===== config.mk =====
export PLATFORM = sky130hd
export DESIGN_NAME = leaf_uplink_tx_flat
export DESIGN_NICKNAME = d
export VERILOG_FILES = /design/src/rtl/noc_pkg.sv /design/src/rtl/leaf_uplink_tx_if.sv /design/src/rtl/link_credit_counter.sv /design/src/rtl/leaf_uplink_tx.sv /design/src/flat_wrapper.sv
export SDC_FILE = /design/constraint.sdc
export NUM_CORES = 1
export LEC_CHECK = 0
export BUFFER_PORTS_ARGS = -buffer_cell sky130_fd_sc_hd__buf_2
export CAP_MARGIN = 25
export CORE_ASPECT_RATIO = 1.1
export CORE_MARGIN = 2
export CORE_UTILIZATION = 40
export DETAILED_ROUTE_END_ITERATION = 10
export GPL_TIMING_DRIVEN = 0
export PLACE_DENSITY = 0.66
export SYNTH_ARGS = -nofsm -noshare
export SYNTH_HDL_FRONTEND = slang
export SYNTH_SLANG_ARGS = --single-unit

===== constraint.sdc =====
create_clock -name clk -period 4.4 [get_ports clk]
set_input_delay 0.88 -clock clk [delete_from_list [all_inputs] [get_ports clk]]
set_output_delay 0.88 -clock clk [all_outputs]
set_load 0.1 [all_outputs]

===== src/rtl/noc_pkg.sv =====
// rtl/noc_pkg.sv - shared leaf/spine flit format, address widths and tx FSM states
// Contents:
//   GRP_W/LEAF_W/DEST_W/LEN_W/FLIT_W  address and flit field widths
//   HDR_TYPE/HDR_DEST/HDR_SRC_GRP/HDR_LEN  LSB positions of header fields
//   FLIT_HEAD                          type code carried in a header flit
//   tx_state_e                         leaf transmitter FSM states
//   make_header()                      packs a header flit from its fields
package noc_pkg;

    localparam int GRP_W  = 4;
    localparam int LEAF_W = 2;
    localparam int DEST_W = 6;
    localparam int LEN_W  = 4;
    localparam int FLIT_W = 16;

    localparam int HDR_TYPE    = 14;
    localparam int HDR_DEST    = 8;
    localparam int HDR_SRC_GRP = 4;
    localparam int HDR_LEN     = 0;

    localparam logic [1:0] FLIT_HEAD = 2'b01;

    typedef enum logic [1:0] {
        IDLE = 2'd0,
        HEAD = 2'd1,
        BODY = 2'd2
    } tx_state_e;

    function automatic logic [FLIT_W-1:0] make_header(
        input logic [DEST_W-1:0] dest,
        input logic [GRP_W-1:0]  src_grp,
        input logic [LEN_W-1:0]  len
    );
        logic [FLIT_W-1:0] h;
        h = '0;
        h[HDR_TYPE    +: 2]      = FLIT_HEAD;
        h[HDR_DEST    +: DEST_W] = dest;
        h[HDR_SRC_GRP +: GRP_W]  = src_grp;
        h[HDR_LEN     +: LEN_W]  = len;
        return h;
    endfunction

endpackage


===== src/rtl/leaf_uplink_tx_if.sv =====
// rtl/leaf_uplink_tx_if.sv - descriptor, payload, flit and credit signals of one leaf uplink
// Signals:
//   pkt_valid/pkt_ready/pkt_dest/pkt_len  packet descriptor handshake
//   pld_valid/pld_ready/pld_data          payload word handshake
//   tx_data/tx_valid                      flit stream to spine ingress (valid-only)
//   credit_return/credits                 spine credit return and current count
//   err_self/err_credit                   error pulses
// Modports: slave = transmitter, master = local leaf logic plus spine side.
interface leaf_uplink_tx_if import noc_pkg::*; #(
    parameter int DWIDTH     = 16,
    parameter int FIFO_DEPTH = 8
);

    logic                              pkt_valid;
    logic                              pkt_ready;
    logic [DEST_W-1:0]                 pkt_dest;
    logic [LEN_W-1:0]                  pkt_len;
    logic                              pld_valid;
    logic                              pld_ready;
    logic [DWIDTH-1:0]                 pld_data;
    logic [DWIDTH-1:0]                 tx_data;
    logic                              tx_valid;
    logic                              credit_return;
    logic [$clog2(FIFO_DEPTH+1)-1:0]   credits;
    logic                              err_self;
    logic                              err_credit;

    modport slave (
        input  pkt_valid, pkt_dest, pkt_len, pld_valid, pld_data, credit_return,
        output pkt_ready, pld_ready, tx_data, tx_valid, credits, err_self, err_credit
    );

    modport master (
        output pkt_valid, pkt_dest, pkt_len, pld_valid, pld_data, credit_return,
        input  pkt_ready, pld_ready, tx_data, tx_valid, credits, err_self, err_credit
    );

endinterface


===== src/rtl/link_credit_counter.sv =====
// rtl/link_credit_counter.sv - credit counter for one link, sized to the far-end FIFO depth
// Ports:
//   clk, reset     clock, synchronous active-high reset
//   issue          a flit is sent this cycle (caller gates it with has_credit)
//   credit_return  far end drained one flit
//   credits        current credit count, DEPTH after reset
//   has_credit     credits > 0
//   err_credit     registered pulse: return arrived with the counter already full
module link_credit_counter #(
    parameter int DEPTH = 8
) (
    input  logic                         clk,
    input  logic                         reset,
    input  logic                         issue,
    input  logic                         credit_return,
    output logic [$clog2(DEPTH+1)-1:0]   credits,
    output logic                         has_credit,
    output logic                         err_credit
);

    localparam int CW = $clog2(DEPTH+1);

    logic full;
    logic ret_ok;

    assign full       = (credits == CW'(DEPTH));
    // A return while full cannot correspond to a flit in flight, so it is dropped.
    assign ret_ok     = credit_return && !full;
    assign has_credit = (credits != '0);

    always_ff @(posedge clk) begin
        if (reset) begin
            credits    <= CW'(DEPTH);
            err_credit <= 1'b0;
        end else begin
            err_credit <= credit_return && full;
            if (issue && !ret_ok) begin
                credits <= credits - 1'b1;
            end else if (ret_ok && !issue) begin
                credits <= credits + 1'b1;
            end
        end
    end

endmodule


===== src/rtl/leaf_uplink_tx.sv =====
// rtl/leaf_uplink_tx.sv - leaf-to-spine transmitter: header + payload flits under credit flow control
// Ports:
//   clk, reset  clock, synchronous active-high reset
//   bus         leaf_uplink_tx_if.slave: descriptor/payload in, flits out, credits, error pulses
module leaf_uplink_tx import noc_pkg::*; #(
    parameter logic [GRP_W-1:0]  GROUP_ID   = 4'b0011,
    parameter logic [LEAF_W-1:0] LEAF_ID    = 2'd0,
    parameter int                DWIDTH     = 16,
    parameter int                FIFO_DEPTH = 8
) (
    input  logic              clk,
    input  logic              reset,
    leaf_uplink_tx_if.slave   bus
);

    tx_state_e         state;
    tx_state_e         state_d;
    logic [DEST_W-1:0] dest_q;
    logic [LEN_W-1:0]  len_q;
    logic [LEN_W-1:0]  remaining;

    logic              has_credit;
    logic              issue;
    logic [DWIDTH-1:0] flit;
    logic              pkt_acc;
    logic              pld_acc;
    logic              self_hit;

    link_credit_counter #(
        .DEPTH (FIFO_DEPTH)
    ) u_credit (
        .clk           (clk),
        .reset         (reset),
        .issue         (issue),
        .credit_return (bus.credit_return),
        .credits       (bus.credits),
        .has_credit    (has_credit),
        .err_credit    (bus.err_credit)
    );

    always_comb begin
        state_d       = state;
        issue         = 1'b0;
        flit          = '0;
        pkt_acc       = 1'b0;
        pld_acc       = 1'b0;
        self_hit      = 1'b0;
        bus.pkt_ready = 1'b0;
        bus.pld_ready = 1'b0;
        unique case (state)
            IDLE: begin
                // Held low while reset is asserted so nothing is accepted then.
                bus.pkt_ready = !reset;
                pkt_acc       = bus.pkt_valid && !reset;
                if (pkt_acc) begin
                    if (bus.pkt_dest == {GROUP_ID, LEAF_ID}) begin
                        self_hit = 1'b1;
                    end else begin
                        state_d = HEAD;
                    end
                end
            end
            HEAD: begin
                if (has_credit) begin
                    issue   = 1'b1;
                    flit    = DWIDTH'(make_header(dest_q, GROUP_ID, len_q));
                    state_d = (len_q == '0) ? IDLE : BODY;
                end
            end
            BODY: begin
                bus.pld_ready = has_credit;
                pld_acc       = bus.pld_valid && has_credit;
                if (pld_acc) begin
                    issue = 1'b1;
                    flit  = bus.pld_data;
                    if (remaining == LEN_W'(1)) begin
                        state_d = IDLE;
                    end
                end
            end
            default: state_d = IDLE;
        endcase
    end

    always_ff @(posedge clk) begin
        if (reset) begin
            state        <= IDLE;
            dest_q       <= '0;
            len_q        <= '0;
            remaining    <= '0;
            bus.tx_valid <= 1'b0;
            bus.tx_data  <= '0;
            bus.err_self <= 1'b0;
        end else begin
            state        <= state_d;
            bus.tx_valid <= issue;
            bus.tx_data  <= issue ? flit : '0;
            bus.err_self <= self_hit;
            if (pkt_acc) begin
                dest_q <= bus.pkt_dest;
                len_q  <= bus.pkt_len;
            end
            if (state == HEAD && issue) begin
                remaining <= len_q;
            end else if (pld_acc) begin
                remaining <= remaining - 1'b1;
            end
        end
    end

endmodule


===== src/flat_wrapper.sv =====
// flat-port wrapper written by rule: the top's interface ports become plain ports
module leaf_uplink_tx_flat import noc_pkg::*;
#(
    parameter logic [GRP_W-1:0]  GROUP_ID   = 4'b0011,
    parameter logic [LEAF_W-1:0] LEAF_ID    = 2'd0,
    parameter int                DWIDTH     = 16,
    parameter int                FIFO_DEPTH = 8
)
  (clk, reset, bus_pkt_valid, bus_pkt_dest, bus_pkt_len, bus_pld_valid, bus_pld_data, bus_credit_return, bus_pkt_ready, bus_pld_ready, bus_tx_data, bus_tx_valid, bus_credits, bus_err_self, bus_err_credit);
  leaf_uplink_tx_if #(.DWIDTH(DWIDTH), .FIFO_DEPTH(FIFO_DEPTH)) bus_i ();
  input  logic clk;
  input  logic reset;
  input wire logic [$bits(bus_i.pkt_valid)-1:0] bus_pkt_valid;
  input wire logic [$bits(bus_i.pkt_dest)-1:0] bus_pkt_dest;
  input wire logic [$bits(bus_i.pkt_len)-1:0] bus_pkt_len;
  input wire logic [$bits(bus_i.pld_valid)-1:0] bus_pld_valid;
  input wire logic [$bits(bus_i.pld_data)-1:0] bus_pld_data;
  input wire logic [$bits(bus_i.credit_return)-1:0] bus_credit_return;
  output wire logic [$bits(bus_i.pkt_ready)-1:0] bus_pkt_ready;
  output wire logic [$bits(bus_i.pld_ready)-1:0] bus_pld_ready;
  output wire logic [$bits(bus_i.tx_data)-1:0] bus_tx_data;
  output wire logic [$bits(bus_i.tx_valid)-1:0] bus_tx_valid;
  output wire logic [$bits(bus_i.credits)-1:0] bus_credits;
  output wire logic [$bits(bus_i.err_self)-1:0] bus_err_self;
  output wire logic [$bits(bus_i.err_credit)-1:0] bus_err_credit;
  assign bus_i.pkt_valid = bus_pkt_valid;
  assign bus_i.pkt_dest = bus_pkt_dest;
  assign bus_i.pkt_len = bus_pkt_len;
  assign bus_i.pld_valid = bus_pld_valid;
  assign bus_i.pld_data = bus_pld_data;
  assign bus_i.credit_return = bus_credit_return;
  assign bus_pkt_ready = bus_i.pkt_ready;
  assign bus_pld_ready = bus_i.pld_ready;
  assign bus_tx_data = bus_i.tx_data;
  assign bus_tx_valid = bus_i.tx_valid;
  assign bus_credits = bus_i.credits;
  assign bus_err_self = bus_i.err_self;
  assign bus_err_credit = bus_i.err_credit;
  leaf_uplink_tx #(.GROUP_ID(GROUP_ID), .LEAF_ID(LEAF_ID), .DWIDTH(DWIDTH), .FIFO_DEPTH(FIFO_DEPTH)) u_core (.clk(clk), .reset(reset), .bus(bus_i));
endmodule

==> metrics.md <==
| Metric | Value |
|---|---|
| Capturing element type of the critical path | `register` |
| CTS clk-pin slew, worst paths | `0.08 ns` |
| Period minus WS final | `3.12 ns` |
| Average wire per standard cell | `12.5 um` |
| Die X-Extent | `66.2 um` |
| List of most frequent post-synthesis cells | `sky130_fd_sc_hd__dfxtp_1, sky130_fd_sc_hd__nand2_1, sky130_fd_sc_hd__nor2_1` |
| Max Clock Skew | `0.00723 ns` |
| Dominant cell type by area after synthesis | `sky130_fd_sc_hd__dfxtp_1` |
| Status | `finished, final reports clean` |
| Critical-path top delay cell | `sky130_fd_sc_hd__clkbuf_1` |
| Clock latency on the worst-skew pair | `0.29 ns` |
| Endpoint required time on the critical path | `4.61 ns` |
| Starting Density | `0.423` |
| Number of levels in the clock H-tree | `2` |
| Critical path peak fanout | `10` |
| Number of clock sinks | `39` |
| Syn avg cell area | `8.91 sq um` |
| Top-area cell type share of the netlist area | `0.459` |
| Detailed Place HPWL | `2840 um` |
| Overall overflow remaining after global route | `0` |
| Highest achievable clock rate | `0.320 GHz` |
| Number of failing setup endpoints in the final timing report | `0` |
| Fill count | `420` |
| Die Height | `72.4 um` |
| Number of input and output port buffers inserted | `55` |
| Number of remaining DRC errors | `0` |
| Core Area | `0.00402 sq mm` |
| Area overhead of the layout relative to synthesis | `25.0%` |
| Inst Count DP | `298` |
| Number of enable-type register cells in the synthesized netlist | `0` |
| Max_slew headroom | `0.661` |
| Number of buffers added for setup after CTS | `0` |
| Areal power density over the cells | `684 mW/mm^2` |
| IO Pins | `56` |
| Post-route clock period utilization | `0.710` |
| Iteration-0 DRC count of the detailed router | `87` |
| Setup repair after global routing missed its margin | `false` |
| Die area | `0.00479 sq mm` |
| Dominant cell by count in the synthesized netlist | `sky130_fd_sc_hd__dfxtp_1` |
| Placement Rows | `24` |
| Clock Tree Root | `sky130_fd_sc_hd__clkbuf_8` |
| Placed Area | `0.00204 sq mm` |
| Cell variety after synth | `41` |
| Slew Viols, Final | `0` |
| Max Root-Sink Buffers | `2` |
| Most used cell, CP | `sky130_fd_sc_hd__ha_1` |
| Type of element launching the critical path | `register` |
| Arrival time of data at the critical path endpoint | `3.34 ns` |
| Number of instances in the synthesized netlist | `191` |
| Antenna violations before repair | `0` |
| Overall fraction of global-route tracks in use | `0.167` |
| Number of synthesized register bits | `39` |
| Remaining antenna violation count | `0` |
| Worst min path class | `reg2reg` |
| Main area contributors after synthesis | `sky130_fd_sc_hd__dfxtp_1, sky130_fd_sc_hd__nand2_1, sky130_fd_sc_hd__nor2_1, sky130_fd_sc_hd__ha_1, sky130_fd_sc_hd__a22oi_1` |
| WS Path Type | `reg2reg` |
| Total clock buffers created by CTS | `5` |
| Overall power of the completed layout | `0.00145 W` |
| Synth Flop Type | `sky130_fd_sc_hd__dfxtp_1` |
| Cts repair resizes | `0` |
| Final Cell Area | `0.00213 sq mm` |
| Slack of the worst reg-to-reg path | `1.28 ns` |
| Setup TNS Final | `0 ns` |
| Yosys warning total | `0` |
| Number of standard cells in the final layout excluding fillers | `306` |
| Layout Nets | `292` |
| Static Leak | `0.938 nW` |
| Detailed-route wire length | `3820 um` |
| Maximum VDD drop | `0.000318 V` |
| Critical path's largest stage delay | `0.45 ns` |
| Number of global-route vias before repair | `1,366` |
| Net count after synthesis | `230` |
| CTS tree | `built` |
| Routed vias | `1,487` |
| First-pass GRT wire length | `5980 um` |
| Ordered cell list for the critical path | `inv_1, ha_1, o41a_1, clkbuf_1, clkbuf_1, o21a_1, ha_1, xor2_1, ha_1, a21oi_1, xor2_1, or3_1, a21oi_1` |
| Pre-antenna DRT Iters | `4` |
| Layout cell share with drive strength beyond 1 | `0.280` |
| Post-CTS Hold Fix Bufs | `0` |
| Async SR Flop Fraction | `0` |
| Number of antenna repair diodes | `0` |
| Share of synthesized area occupied by flip-flops and latches | `0.459` |
| Max-cap violation count | `0` |
| Final estimated routing congestion in global placement | `0.779` |
| Via-per-instance ratio | `4.86` |
| Worst slew pin tran | `0.509 ns` |
| Number of hold-slack violations in the final timing report | `0` |
| Largest net degree at the start of global routing | `13` |
| Post-synthesis instance area | `0.00170 sq mm` |
worst paths after layout:
path / start / to / cells after the start
min: u_core.dest_q[4] / u_core.dest_q[4] / 2
max reg2reg: u_core.state[1] / u_core.u_credit.credits[2] / 13
max: u_core.state[1] / u_core.u_credit.credits[2] / 13
min reg2reg: u_core.dest_q[4] / u_core.dest_q[4] / 2
cells by family after synthesis:
group,after synthesis,share of synthesized area
xor gates and xnor gates,6,0.0309
adders and majority gates,8,0.0588
muxes,3,0.0184
AOI/OAI and AO/OA,39,0.165
DFF,39,0.459
buffers and inverters,18,0.0544
and+or+nand+nor,78,0.213
per-layer routing:
metal	GRT usage	up-vias	wire length, um	part of all wire
li1	-	780	-	-
met1	0.204	668	1810	0.47
met2	0.268	33	1790	0.47
met3	0.0527	6	152	0.040
met4	0.0748	0	70	0.018
met5	0	-	0	0
per-stage QoR:
stage	utilization	hold WS, ns	setup WS (ns)
after CTS	0.529	0.466	1.23
final	0.529	0.465	1.28
after global routing	0.529	0.489	0.984
after detailed placement	0.507	0.455	1.22
after floorplan	-	0.436	0.199
after global placement	0.507	0.448	1.25
sequential cells by signal, indices dropped and copies added (netlist names):
name                        count
u_core.remaining                4
u_core.dest_q                   6
u_core.u_credit.err_credit      1
u_core.u_credit.credits         4
u_core.bus.err_self             1
u_core.state                    2
u_core.bus.tx_valid             1
u_core.len_q                    4
u_core.bus.tx_data             16
area by class of cell:
| class | count | area [sq um] | area share |
|---|---|---|---|
| Multi-Input combinational cell | 134 | 828 | 0.389 |
| Timing Repair Buffer | 55 | 275 | 0.129 |
| Buffer | 12 | 70.1 | 0.0329 |
| Tap cell | 52 | 65.1 | 0.0306 |
| Clock buffer | 6 | 72.6 | 0.0341 |
| Inverter | 6 | 22.5 | 0.0106 |
| Sequential cell | 39 | 781 | 0.367 |
| Clock inverter | 2 | 12.5 | 0.00588 |
cells in the final DEF (no fill, tap or decap), types with 3 or more instances in the layout:
master	instances
sky130_fd_sc_hd__a211oi_1	4
sky130_fd_sc_hd__a22oi_1	10
sky130_fd_sc_hd__dfxtp_1	39
sky130_fd_sc_hd__buf_2	57
sky130_fd_sc_hd__o21ai_0	11
sky130_fd_sc_hd__nand3_1	3
sky130_fd_sc_hd__inv_1	6
sky130_fd_sc_hd__xor2_1	5
sky130_fd_sc_hd__a21oi_1	4
sky130_fd_sc_hd__nor2_1	27
sky130_fd_sc_hd__ha_1	8
sky130_fd_sc_hd__clkbuf_8	5
sky130_fd_sc_hd__clkbuf_1	8
sky130_fd_sc_hd__buf_6	3
sky130_fd_sc_hd__nand2_1	28
sky130_fd_sc_hd__nand2b_1	3
power breakdown:
| group | internal, W | switching [W] |
|---|---|---|
| combinational | 0.000223 | 0.000522 |
| clock | 0.000111 | 0.000127 |
| sequential | 0.000423 | 0.0000481 |
| total | 0.000757 | 0.000698 |
worst max-delay path: cells and delay by family (launching register included):
| family | cells | cell delay [ns] |
|---|---|---|
| compound gates | 4 | 0.57 |
| xor+xnor | 2 | 0.32 |
| fa+ha+maj | 3 | 0.58 |
| buf+inv | 3 | 0.94 |
| flops | 1 | 0.32 |
| simple gates | 1 | 0.30 |
Power figures use the tool's default switching activity.
